$ cat config.mk
export PLATFORM = sky130hd
export DESIGN_NAME = bus_sequencer_flat
export DESIGN_NICKNAME = d
export VERILOG_FILES = /design/src/rtl/bus_sequencer_if.sv /design/src/rtl/bus_sequencer.sv /design/src/flat_wrapper.sv
export SDC_FILE = /design/constraint.sdc
export NUM_CORES = 1
export LEC_CHECK = 0
export BUFFER_PORTS_ARGS = -buffer_cell sky130_fd_sc_hd__clkbuf_2
export CAP_MARGIN = 5
export CORE_MARGIN = 8
export CORE_UTILIZATION = 35
export DETAILED_ROUTE_END_ITERATION = 7
export PLACE_DENSITY_LB_ADDON = 0.08
export SLEW_MARGIN = 10
export SYNTH_ARGS = -nofsm -noshare
export SYNTH_HDL_FRONTEND = slang
export SYNTH_SLANG_ARGS = --single-unit
$ cat constraint.sdc
create_clock -name clk -period 1.4 [get_ports clk]
set_input_delay 0.14 -clock clk [delete_from_list [all_inputs] [get_ports clk]]
set_output_delay 0.14 -clock clk [all_outputs]
set_load 0.02 [all_outputs]
$ cat src/rtl/bus_sequencer_if.sv
// Bus sequencer signal bundle: datapath/IR inputs and the timing/decode/bus-select outputs.
// master drives the sequencer inputs; slave is the sequencer itself.
interface bus_sequencer_if #(
  parameter int SC_WIDTH  = 4,
  parameter int SEL_WIDTH = 3
);
  logic                       run;
  logic                       sc_clr;
  logic [2:0]                 ir_op;
  logic                       ir_i;
  logic                       ien;
  logic                       fgi;
  logic                       fgo;
  logic [SC_WIDTH-1:0]        sc;
  logic [(1<<SC_WIDTH)-1:0]   t_state;
  logic [7:0]                 d_dec;
  logic                       i_flag;
  logic                       r_flag;
  logic [SEL_WIDTH-1:0]       bus_sel;

  modport master (
    output run, sc_clr, ir_op, ir_i, ien, fgi, fgo,
    input  sc, t_state, d_dec, i_flag, r_flag, bus_sel
  );

  modport slave (
    input  run, sc_clr, ir_op, ir_i, ien, fgi, fgo,
    output sc, t_state, d_dec, i_flag, r_flag, bus_sel
  );
endinterface

$ cat src/rtl/bus_sequencer.sv
// Timing-and-control core: sequence counter, opcode/indirect latch, interrupt-cycle flop, bus select.
// Optional interrupt cycle is built when BUS_SEQ_INTERRUPT_EN is defined; otherwise R is tied to 0.
//
// state (R, SC)   | meaning
// R=0, T0..T2     | instruction fetch/decode; opcode and I latch at end of T2
// R=0, T3..Tn     | execute using latched D and I
// R=1, any T      | interrupt pending/cycle; latch frozen, R.T2 returns SC to 0 and clears R
module bus_sequencer #(
  parameter int SC_WIDTH  = 4,
  parameter int SEL_WIDTH = 3
) (
  input  logic              clk,
  input  logic              rst_n,
  bus_sequencer_if.slave    bus
);
  localparam int NT = 1 << SC_WIDTH;
  localparam logic [SC_WIDTH-1:0] SC_T2  = SC_WIDTH'(2);
  localparam logic [SC_WIDTH-1:0] SC_ONE = SC_WIDTH'(1);

  logic [SC_WIDTH-1:0] sc_q;
  logic [SC_WIDTH-1:0] sc_d;
  logic [2:0]          op_q;
  logic                i_q;
  logic                r_q;
  logic                r_exit;
  logic                at_t2;
  logic                latch_en;
  logic [NT-1:0]       t;
  logic [7:0]          d;
  logic [7:1]          cond;
  logic [2:0]          sel;

  assign at_t2    = (sc_q == SC_T2);
  assign latch_en = bus.run & ~r_q & at_t2;

  always_comb begin
    t       = '0;
    t[sc_q] = 1'b1;
  end

  always_comb begin
    d       = '0;
    d[op_q] = 1'b1;
  end

`ifdef BUS_SEQ_INTERRUPT_EN
  logic r_set;

  // sc_clr alone is enough to leave the interrupt cycle at T2, even while stopped
  assign r_exit = r_q & at_t2 & (bus.run | bus.sc_clr);
  assign r_set  = bus.run & (sc_q > SC_T2) & bus.ien & (bus.fgi | bus.fgo);

  always_ff @(posedge clk or negedge rst_n) begin
    if (!rst_n) begin
      r_q <= 1'b0;
    end else if (r_exit) begin
      r_q <= 1'b0;
    end else if (r_set) begin
      r_q <= 1'b1;
    end
  end
`else
  logic unused_irq;

  assign r_q        = 1'b0;
  assign r_exit     = 1'b0;
  assign unused_irq = ^{bus.ien, bus.fgi, bus.fgo};
`endif

  always_comb begin
    sc_d = sc_q;
    if (bus.sc_clr) begin
      sc_d = '0;
    end else if (bus.run) begin
      sc_d = r_exit ? '0 : sc_q + SC_ONE;
    end
  end

  always_ff @(posedge clk or negedge rst_n) begin
    if (!rst_n) begin
      sc_q <= '0;
      op_q <= 3'd0;
      i_q  <= 1'b0;
    end else begin
      sc_q <= sc_d;
      if (latch_en) begin
        op_q <= bus.ir_op;
        i_q  <= bus.ir_i;
      end
    end
  end

  always_comb begin
    cond[1] = (d[4] & t[4]) | (d[5] & t[5]);
    cond[2] = t[0] | (d[5] & t[4]);
    cond[3] = d[6] & t[6];
    cond[4] = d[3] & t[4];
    cond[5] = ~r_q & t[2];
    cond[6] = r_q & t[1];
    cond[7] = (~r_q & t[1]) | (~d[7] & i_q & t[3]) | ((d[0] | d[1] | d[2]) & t[4]);
  end

  // later (higher) codes overwrite earlier ones, so the highest asserted code wins
  always_comb begin
    sel = 3'd0;
    for (int k = 1; k < 8; k++) begin
      if (cond[k]) sel = 3'(k);
    end
  end

  assign bus.sc      = sc_q;
  assign bus.t_state = t;
  assign bus.d_dec   = d;
  assign bus.i_flag  = i_q;
  assign bus.r_flag  = r_q;
  assign bus.bus_sel = SEL_WIDTH'(sel);
endmodule

$ cat src/flat_wrapper.sv
// flat-port wrapper written by rule: the top's interface ports become plain ports
module bus_sequencer_flat 
#(
  parameter int SC_WIDTH  = 4,
  parameter int SEL_WIDTH = 3
)
  (clk, rst_n, bus_run, bus_sc_clr, bus_ir_op, bus_ir_i, bus_ien, bus_fgi, bus_fgo, bus_sc, bus_t_state, bus_d_dec, bus_i_flag, bus_r_flag, bus_bus_sel);
  bus_sequencer_if #(.SC_WIDTH(SC_WIDTH), .SEL_WIDTH(SEL_WIDTH)) bus_i ();
  input  logic clk;
  input  logic rst_n;
  input wire logic [$bits(bus_i.run)-1:0] bus_run;
  input wire logic [$bits(bus_i.sc_clr)-1:0] bus_sc_clr;
  input wire logic [$bits(bus_i.ir_op)-1:0] bus_ir_op;
  input wire logic [$bits(bus_i.ir_i)-1:0] bus_ir_i;
  input wire logic [$bits(bus_i.ien)-1:0] bus_ien;
  input wire logic [$bits(bus_i.fgi)-1:0] bus_fgi;
  input wire logic [$bits(bus_i.fgo)-1:0] bus_fgo;
  output wire logic [$bits(bus_i.sc)-1:0] bus_sc;
  output wire logic [$bits(bus_i.t_state)-1:0] bus_t_state;
  output wire logic [$bits(bus_i.d_dec)-1:0] bus_d_dec;
  output wire logic [$bits(bus_i.i_flag)-1:0] bus_i_flag;
  output wire logic [$bits(bus_i.r_flag)-1:0] bus_r_flag;
  output wire logic [$bits(bus_i.bus_sel)-1:0] bus_bus_sel;
  assign bus_i.run = bus_run;
  assign bus_i.sc_clr = bus_sc_clr;
  assign bus_i.ir_op = bus_ir_op;
  assign bus_i.ir_i = bus_ir_i;
  assign bus_i.ien = bus_ien;
  assign bus_i.fgi = bus_fgi;
  assign bus_i.fgo = bus_fgo;
  assign bus_sc = bus_i.sc;
  assign bus_t_state = bus_i.t_state;
  assign bus_d_dec = bus_i.d_dec;
  assign bus_i_flag = bus_i.i_flag;
  assign bus_r_flag = bus_i.r_flag;
  assign bus_bus_sel = bus_i.bus_sel;
  bus_sequencer #(.SC_WIDTH(SC_WIDTH), .SEL_WIDTH(SEL_WIDTH)) u_core (.clk(clk), .rst_n(rst_n), .bus(bus_i));
endmodule
## After elaboration in Yosys (flattened, before gate mapping)

Index checks and enable logic that the tools add are counted.

| operators by class | value |
|---|---|
| muxes and demuxes | 12 |
| add/subtract/negate cells | 1 |
| eq/ne operators | 1 |
| bitwise operators | 16 |
| $lt $le $gt $ge | 4 |
| reductions and logical operators | 3 |

Operators with widths:

| operator | number |
|---|---|
| $mux W3 | 5 |
| $and A1 B1 Y1 | 9 |
| $mux W4 | 2 |
| $or A1 B1 Y1 | 6 |
| $lt A4 B5 Y1 const B | 1 |
| $add A4 B1 Y4 const B | 1 |
| $demux W1 S4 | 1 |
| $eq A4 B2 Y1 const B | 1 |
| $ge A4 B1 Y1 const B | 1 |
| $lt A3 B4 Y1 const B | 1 |
| $demux W1 S3 | 1 |
| $ge A3 B1 Y1 const B | 1 |
| $mux W1 | 3 |
| $logic_and A1 B1 Y1 | 2 |
| $reduce_bool A2 Y1 | 1 |
| $not A1 Y1 | 1 |

| word-level totals | value |
|---|---|
| input bits | 11 |
| output and inout port bits | 33 |
| logic and storage cells | 40 |
| bits in registers | 8 |

## Depth between registers and ports, before layout

Gate-level depths: netlist (run 1).

| logic depth | value |
|---|---|
| word-level depth | 12 |
| depth in mapped cells | 7 |

## Least setup slack after synthesis (run 1)

No wires, ideal clock.

| path | value |
|---|---|
| path kind | flip-flop to output port |
| from | register u_core.sc_q[0], in the netlist u_core.bus.sc[0] |
| to | output bus_bus_sel[1] |
| setup slack | -673 ps |
| data required time | 1260 ps |
| cell stages (with the launch flop) | 7 |
| arrival time | 1933 ps |
| path through | dfrtp_1 > inv_1 > ha_1 > inv_1 > nor3_1 > and3b_1 > o21ai_1 |

RTL lines:

| item | line | source |
|---|---|---|
| start: declaration | bus_sequencer.sv:20 | `logic [SC_WIDTH-1:0] sc_q;` |
| start signal: assignment | bus_sequencer.sv:81 | `sc_q <= '0;` |
| start signal: assignment | bus_sequencer.sv:85 | `sc_q <= sc_d;` |
| $lt A4 B5 Y1 (not written as such) / $ge A4 B1 Y1 (equally long branches) | bus_sequencer.sv:38 | `t[sc_q] = 1'b1;` |
| $logic_and A1 B1 Y1 (not written as such) | bus_sequencer.sv:38 |  |
| $mux W1 (not written as such) | bus_sequencer.sv:38 |  |
| $demux W1 S4 * | n/a |  |
| via bus_t_state[0] | flat_wrapper.sv:19 | `output wire logic [$bits(bus_i.t_state)-1:0] bus_t_state;` |
| $or A1 B1 Y1 * | bus_sequencer.sv:95 | `cond[2] = t[0] \| (d[5] & t[4]);` |
| $mux W3 * (5 in a row) | bus_sequencer.sv:107 | `if (cond[k]) sel = 3'(k);` |
| end: declaration | flat_wrapper.sv:23 | `output wire logic [$bits(bus_i.bus_sel)-1:0] bus_bus_sel;` |

The timed path passes the listed nets; every way through them passes the cells marked *.

## Worst setup path in the final report (run 1)

| path | value |
|---|---|
| from | register u_core.sc_q[0], in the netlist u_core.bus.sc[0] |
| to | output bus_bus_sel[1] |

| between the ends | value |
|---|---|
| cells in the longest elaborated chain, start to end | 11 |

Ends and longest elaborated chain:

| item | line |
|---|---|
| $lt A4 B5 Y1 (not written as such) / $ge A4 B1 Y1 (equally long branches) | bus_sequencer.sv:38 |
| $logic_and A1 B1 Y1 (not written as such) | bus_sequencer.sv:38 |
| $mux W1 (not written as such) | bus_sequencer.sv:38 |
| $demux W1 S4 * | n/a |
| $and A1 B1 Y1 | bus_sequencer.sv:95 |
| $or A1 B1 Y1 | bus_sequencer.sv:95 |
| $mux W3 (4 in a row) | bus_sequencer.sv:107 |
| $mux W3 * | bus_sequencer.sv:107 |

Mark *: on every way between the ends. The rest lies on a longest branch, timed or not.

==> results of run 1 <==
==> flip-flops by register name (all words and copies together), names as in the netlist <==
name / count
u_core.bus.sc: 4
u_core.op_q: 3
u_core.bus.i_flag: 1
==> cells in the mapped netlist, drive strengths merged <==
library cell  instances
and2b                 1
mux2                  4
nor2                  6
nand3b                1
nand2                 6
o311ai                1
xor2                  2
o21ai                 2
nand4                 3
xnor2                 1
o211a                 1
nand3                 1
nand4b                1
inv                   6
buf                   7
dfrtp                 8
and2                  8
nor3b                 3
nor3                  2
ha                    4
and3                  6
nor2b                 1
and3b                 3
o31ai                 1
conb                  1
a32oi                 1
mux2i                 1
==> routing by layer <==
layer  global-route usage  vias to the layer above  wire [microns]
met3               0.0206                        4             183
li1                     -                      431               -
met4               0.0682                        0              30
met1                0.152                      390             980
met5                    0                        -               0
met2                0.223                       26            1200
==> final cells by class <==
| cell class | instances | area, sq um |
|---|---|---|
| repair buffers | 78 | 592 |
| multi-input cells | 61 | 564 |
| fillers | 136 | 532 |
| flip-flops and latches | 8 | 206 |
| well taps | 27 | 33.8 |
| inverters | 6 | 27.5 |
| clock buffers | 4 | 26.3 |
==> critical path, cell delays in order (launching register included) <==
cell,delay (ns)
dfrtp_2,0.42
inv_4,0.06
ha_4,0.17
nand2_4,0.07
inv_4,0.03
a32oi_1,0.14
o211a_1,0.25
buf_6,0.12
o21ai_4,0.05
buf_8,0.12
==> cell families after synthesis <==
kind of cell | Yosys count
other | 1
xor gates and xnor gates | 3
adders and majority gates | 4
DFF | 8
and+or+nand+nor | 42
AOI/OAI and AO/OA | 6
muxes | 5
buffers and inverters | 13
==> worst max-delay path by stage <==
stage,start,end,slack [ns],depth (start not counted)
CTS,u_core.bus.sc[0]$_DFFE_PN0P_,bus_bus_sel[2],-0.43,8
finish,u_core.bus.sc[0]$_DFFE_PN0P_,bus_bus_sel[1],-0.42,9
detailed placement,u_core.bus.sc[1]$_DFFE_PN0P_,bus_bus_sel[2],-0.24,8
global placement,u_core.bus.sc[1]$_DFFE_PN0P_,bus_bus_sel[2],-0.20,8
floorplan,u_core.bus.sc[2]$_DFFE_PN0P_,bus_bus_sel[0],-0.24,7
global route,u_core.bus.sc[0]$_DFFE_PN0P_,bus_bus_sel[2],-0.52,8
==> power by group through the flow <==
stage | logic, mW | clock network [mW] | registers [mW]
6_report | 1.01 | 0.182 | 0.380
2_1_floorplan | 0.523 | 0 | 0.365
3_5_place_dp | 0.835 | 0 | 0.371
5_1_grt | 1.08 | 0.215 | 0.391
4_1_cts | 0.900 | 0.194 | 0.366
3_3_place_gp | 0.822 | 0 | 0.367
==> timing repair <==
item,CTS,global route
gates resized for setup,27,35
hold buffers,1,0
pin swaps,5,6
setup endpoints to repair,24,28
buffers inserted,6,5
endpoints found under the hold margin,8,0
==> per-stage QoR <==
step,cells,worst slack (ns)
after global placement,170,-0.201
after detailed placement,170,-0.243
after global routing,184,-0.517
after floorplan,82,-0.245
after CTS,180,-0.431
final,184,-0.422
==> results.md, run 1 <==
| Group | Parameter | This run |
|---|---|---|
| run status | Outcome | finished with violations |
| run status | Violated checks | negative setup slack |
| pwr | Pwr/cell area | 1080 nW/um^2 |
| synth | Yosys Warn Count | 0 |
| timing | Final Worst Setup Slack | -0.422 ns |
| pwr | Switching share of power | 0.416 |
| synth | Xor and xnor fraction of the mapped netlist area | 0.0355 |
| detailed routing | Drt first-iter violations | 11 |
| synth | Fraction of the mapped netlist area in adder cells | 0.0676 |
| clock network | # H-tree levels | 1 |
| finish | Post-synthesis to final-layout area growth | 95.8% |
| synth | Share of the yosys chip area belonging to registers | 0.270 |
| setup path | Critical-path maximum fanout | 4 |
| timing | RSZ-0062 raised after global routing | true |
| clock network | Number of buffers created by CTS | 3 |
| finish | Share of final-layout standard cells stronger than drive strength 1 | 0.745 |
| pwr | Part of the total power dissipated in the clock network | 0.116 |
| timing | Layout Skew | 0.00768 ns |
| finish | Area of all placed cells without fillers | 1450 sq um |
| pwr | Maximum resistive drop on vdd | 0.00122 V |
| detailed routing | Router iterations before antenna repair | 4 |
| placed design | Buffers added on ports | 39 |
| timing | Shortest clock period the worst path allows after layout | 1.82 ns |
| timing | Peak clock frequency supported by timing | 549 MHz |
| synth | Cells after Synth | 82 |
| pwr | Combinational Power Share | 0.642 |
| global route | Initial antenna violation count | 0 |
| synth | Simple-gate share of the synthesized area | 0.368 |
| detailed routing | Routed wire length | 2.40 mm |
| worst hold path | Critical hold path startpoint | bus_sc_clr |
| setup path | Kind of launch point of the worst setup path | flip-flop |
| pwr | Psw | 0.653 mW |
| setup path | Register-to-register path setup slack | -0.13 ns |
| worst hold path | Sink of the worst hold path | u_core.bus.sc[0]$_DFFE_PN0P_ |
| synth | Count of unique library cells instantiated by Yosys | 35 |
| detailed routing | Remaining design rule violation count | 0 |
| timing | Number of setup violations in the final report | 23 |
| clock network | Number of buffers on the longest clock path | 2 |
| flow run | Max capacitance violation total | 0 |
| synth | Nets in the synthesized netlist | 97 |
| pwr | Internal power component | 0.917 mW |
| detailed routing | Total number of vias | 851 |
| global route | Overall global routing resource usage | 0.130 |
| global route | Total congestion overflow after global routing | 0 |
| synth | Main combinational cell family by area after synthesis | simple AND/OR/NAND/NOR gates |
| clock network | Number of sinks on the clock net | 8 |
| worst hold path | Worst hold-check path type | in2reg |
| clock network | Clock-pin slew of the registers on the worst-case setup and hold paths | 0.05 ns |
| global route | Largest net degree at the start of global routing | 9 |
| clock network | Clock latency on the worst-skew pair | 0.25 ns |
| die | Effective utilization at floorplan | 0.374 |
| placed design | Total half-perimeter wirelength after legalization and detailed placement | 1.86 mm |
| detailed routing | Post-DR wirelength/cell | 13.0 microns |
| finish | Final antenna diode count | 0 |
| setup path | Depth of the worst register-to-register path | 6 |
| setup path | Startpoint of the worst-slack reg-to-reg timing path | u_core.bus.sc[0]$_DFFE_PN0P_ |
| clock network | Clock tree from TritonCTS | built |
| finish | Commonest cells after routing, fill and taps aside | 35 x buf_4, 22 x clkbuf_2, 8 x buf_6, 6 x buf_2 |
| global route | Via count of the first global-routing pass | 834 |
| synth | Mux cell area share after synthesis | 0.0743 |
| finish | Leading cell type in the layout, fill and taps excluded | buf_4 |
| setup path | Worst r2r dst | u_core.op_q[2]$_DFFE_PN0P_ |
| finish | Final core utilization | 0.732 |
| placed design | Routability congestion estimate from global placement | 0.891 |
| die | Die area | 3840 sq um |
| timing | Final Hold Slack | 0.0790 ns |
| global route | Global-route wire length before repair | 3.74 mm |
| detailed routing | Antenna-violating nets left | 0 |
| synth | Post-synthesis instance area | 741 sq um |
| synth | Synthesized area per cell | 9.03 sq um |
| synth | Fraction of the mapped netlist area in compound gates | 0.0608 |
| synth | Ranking of synthesized cells by area | dfrtp_1 27%, ha_1 6.8%, buf_6 6.1%, mux2_1 6.1%, and2_1 4.2% |
| detailed routing | DR vias/cell | 4.63 |
| die | Die span in y | 62.0 microns |
| synth | Top-area cell type share of the netlist area | 0.270 |
| clock network | Clock Root Buffer | clkbuf_4 |
| die | Number of core rows | 16 |
| setup path | Endpoint arrival time on the critical path | 1.68 ns |
| finish | Final net count | 173 |
| die | Die boundary width | 62.0 microns |
| setup path | Critical path endpoint category | output port |
| synth | Biggest area consumer among synthesized cells | dfrtp_1 |
| timing | Number of max-slew violations in the final report | 0 |
| timing | Final Hold Vio Count | 0 |
| pwr | Seq pwr share | 0.242 |
| timing | Post-route fraction of the period consumed by the critical path | 1.30 |
| die | Core area | 1980 sq um |
| placed design | Cell Area, Placed | 1160 sq um |
| setup path | Classification of the worst setup path | reg2out |
| synth | Synth Register Bits | 8 |
| timing | Total negative setup slack | -4.35 ns |
| pwr | Leakage power of the design | 0.777 nW |
| die | Number of top-level pins | 44 |
| worst hold path | Cell depth of the worst hold path | 2 |
| pwr | Final Total Pwr | 1.57 mW |
| setup path | Endpoint required time on the critical path | 1.26 ns |
Note: power is estimated with default switching activity, not from simulation.
==> inputs of run 2 (changes only) <==
- RECOVER_POWER: default -> 25
==> run 2 against run 1 <==
Against the previous run:
- the flow still finishes with violations (negative setup slack)
- worst setup slack hardly changed
- clock skew about the same
- die area did not move
- maximum frequency hardly changed
- critical path type unchanged
- critical endpoint unchanged
- highest routed layer unchanged
==> results.md, run 2 (synthesized netlist as in run 1, its figures left out) <==
| Group | Parameter | This run |
|---|---|---|
| placed design | Buffers added on ports | 39 |
| pwr | Maximum resistive drop on vdd | 0.00122 V |
| flow run | Max capacitance violation total | 0 |
| die | Die span in y | 62.0 microns |
| detailed routing | Router iterations before antenna repair | 4 |
| clock network | Clock Root Buffer | clkbuf_4 |
| detailed routing | Routed wire length | 2.40 mm |
| timing | Final Worst Setup Slack | -0.422 ns |
| timing | Shortest clock period the worst path allows after layout | 1.82 ns |
| global route | Overall global routing resource usage | 0.130 |
| clock network | Clock-pin slew of the registers on the worst-case setup and hold paths | 0.05 ns |
| finish | Commonest cells after routing, fill and taps aside | 35 x buf_4, 21 x clkbuf_2, 8 x buf_6, 6 x buf_2 |
| global route | Global-route wire length before repair | 3.74 mm |
| pwr | Final Total Pwr | 1.57 mW |
| timing | Peak clock frequency supported by timing | 549 MHz |
| global route | Largest net degree at the start of global routing | 9 |
| timing | Final Hold Vio Count | 0 |
| detailed routing | Remaining design rule violation count | 0 |
| run status | Violated checks | negative setup slack |
| worst hold path | Worst hold-check path type | in2reg |
| clock network | Clock tree from TritonCTS | built |
| finish | Leading cell type in the layout, fill and taps excluded | buf_4 |
| die | Number of core rows | 16 |
| setup path | Kind of launch point of the worst setup path | flip-flop |
| setup path | Classification of the worst setup path | reg2out |
| run status | Outcome | finished with violations |
| setup path | Longest individual stage delay on the worst path | 0.42 ns |
| global route | Initial antenna violation count | 0 |
| clock network | Number of buffers on the longest clock path | 2 |
| detailed routing | Drt first-iter violations | 11 |
| detailed routing | Total number of vias | 851 |
| die | Core area | 1980 sq um |
| clock network | Number of buffers created by CTS | 3 |
| finish | Largest register FFs | 4 |
| detailed routing | DR vias/cell | 4.63 |
| detailed routing | Antenna-violating nets left | 0 |
| setup path | Critical-path maximum fanout | 4 |
| setup path | Critical path endpoint category | output port |
| setup path | Crit-path most repeated cell | inv_4 |
| timing | Post-route fraction of the period consumed by the critical path | 1.30 |
| setup path | Endpoint arrival time on the critical path | 1.68 ns |
| finish | Post-synthesis to final-layout area growth | 95.6% |
| die | Number of top-level pins | 44 |
| pwr | Pwr/cell area | 1080 nW/um^2 |
| clock network | # H-tree levels | 1 |
| global route | Total congestion overflow after global routing | 0 |
| die | Effective utilization at floorplan | 0.374 |
| setup path | Critical-path cell with the highest stage delay | dfrtp_2 |
| clock network | Clock latency on the worst-skew pair | 0.25 ns |
| finish | Area of all placed cells without fillers | 1450 sq um |
| placed design | Routability congestion estimate from global placement | 0.891 |
| global route | Via count of the first global-routing pass | 834 |
| timing | Layout Skew | 0.00767 ns |
| clock network | Number of sinks on the clock net | 8 |
| timing | Number of max-slew violations in the final report | 0 |
| placed design | Cell Area, Placed | 1160 sq um |
| finish | Final antenna diode count | 0 |
| detailed routing | Post-DR wirelength/cell | 13.0 microns |
| timing | RSZ-0062 raised after global routing | true |
| timing | Number of setup violations in the final report | 23 |
| pwr | Leakage power of the design | 0.774 nW |
| finish | Final net count | 173 |
| setup path | Endpoint required time on the critical path | 1.26 ns |
| die | Die area | 3840 sq um |
| die | Die boundary width | 62.0 microns |
| placed design | Total half-perimeter wirelength after legalization and detailed placement | 1.86 mm |
| setup path | Cells along the critical path | inv_4, ha_4, nand2_4, inv_4, a32oi_1, o211a_1, buf_6, o21ai_4, buf_8 |
| finish | Share of final-layout standard cells stronger than drive strength 1 | 0.739 |
[run 2: cell count changes in the layout (fill, tap and decap cells not counted)]
| cell | before | now |
|---|---|---|
| clkbuf_1 | 1 | 2 |
| clkbuf_2 | 22 | 21 |
[run 2: metrics by stage]
step / hold WS [ns] / worst slack (ns) / utilization / cells / TNS, ns
after floorplan: -0.156 / -0.245 / - / 82 / -0.802
after CTS: 0.0682 / -0.431 / 0.678 / 180 / -4.24
after global placement: -0.00591 / -0.201 / 0.588 / 170 / -0.722
final: 0.0792 / -0.422 / 0.731 / 184 / -4.34
after detailed placement: -0.00595 / -0.243 / 0.588 / 170 / -0.972
after global routing: 0.0677 / -0.517 / 0.731 / 184 / -6.03
[run 2: worst max-delay path: cells and delay by family, from the launching register on]
family,cells,cell delay [ns]
buffers and inverters,4,0.33
flip-flops,1,0.42
adder cells (fa/ha/maj),1,0.17
AND/OR/NAND/NOR,1,0.07
AO/OA/AOI/OAI,3,0.44
[run 2: area by class of cell]
type,count,area (sq um)
clock buffer,4,26.3
multi-input combinational,61,564
sequential,8,206
tap,27,33.8
timing repair buffer,78,591
inverter,6,27.5
fill,137,533
[run 2: layer usage]
layer,track usage,share of wire,vias to the layer above
met2,0.223,0.50,26
met5,0,0,-
met1,0.152,0.41,390
li1,-,-,431
met3,0.0206,0.076,4
met4,0.0682,0.013,0
[run 2: worst paths after layout]
| path | from | to | slack, ns | depth (start not counted) |
|---|---|---|---|---|
| max | u_core.bus.sc[0]$_DFFE_PN0P_ | bus_bus_sel[1] | -0.42 | 9 |
| min | bus_sc_clr | u_core.bus.sc[0]$_DFFE_PN0P_ | 0.08 | 2 |
| max reg2reg | u_core.bus.sc[0]$_DFFE_PN0P_ | u_core.op_q[2]$_DFFE_PN0P_ | -0.13 | 6 |
| min reg2reg | u_core.op_q[1]$_DFFE_PN0P_ | u_core.op_q[1]$_DFFE_PN0P_ | 0.58 | 1 |
| max in group asynchronous | rst_n | u_core.op_q[1]$_DFFE_PN0P_ | 0.76 | 2 |
| min in group asynchronous | rst_n | u_core.bus.sc[0]$_DFFE_PN0P_ | 0.32 | 2 |
[run 2: repair_timing]
item / 4_1_cts / 5_1_grt
setup endpoints to repair: 24 / 28
hold buffers: 1 / 0
hold endpoints to repair: 8 / 0
setup buffers: 6 / 5
cloned: 0 / 0
pin swaps: 5 / 6
gates resized for setup: 27 / 35
[run 2: power breakdown]
group	switching [mW]	internal, mW
clock network	0.0734	0.109
registers	0.0821	0.298
logic	0.497	0.510
total	0.653	0.917
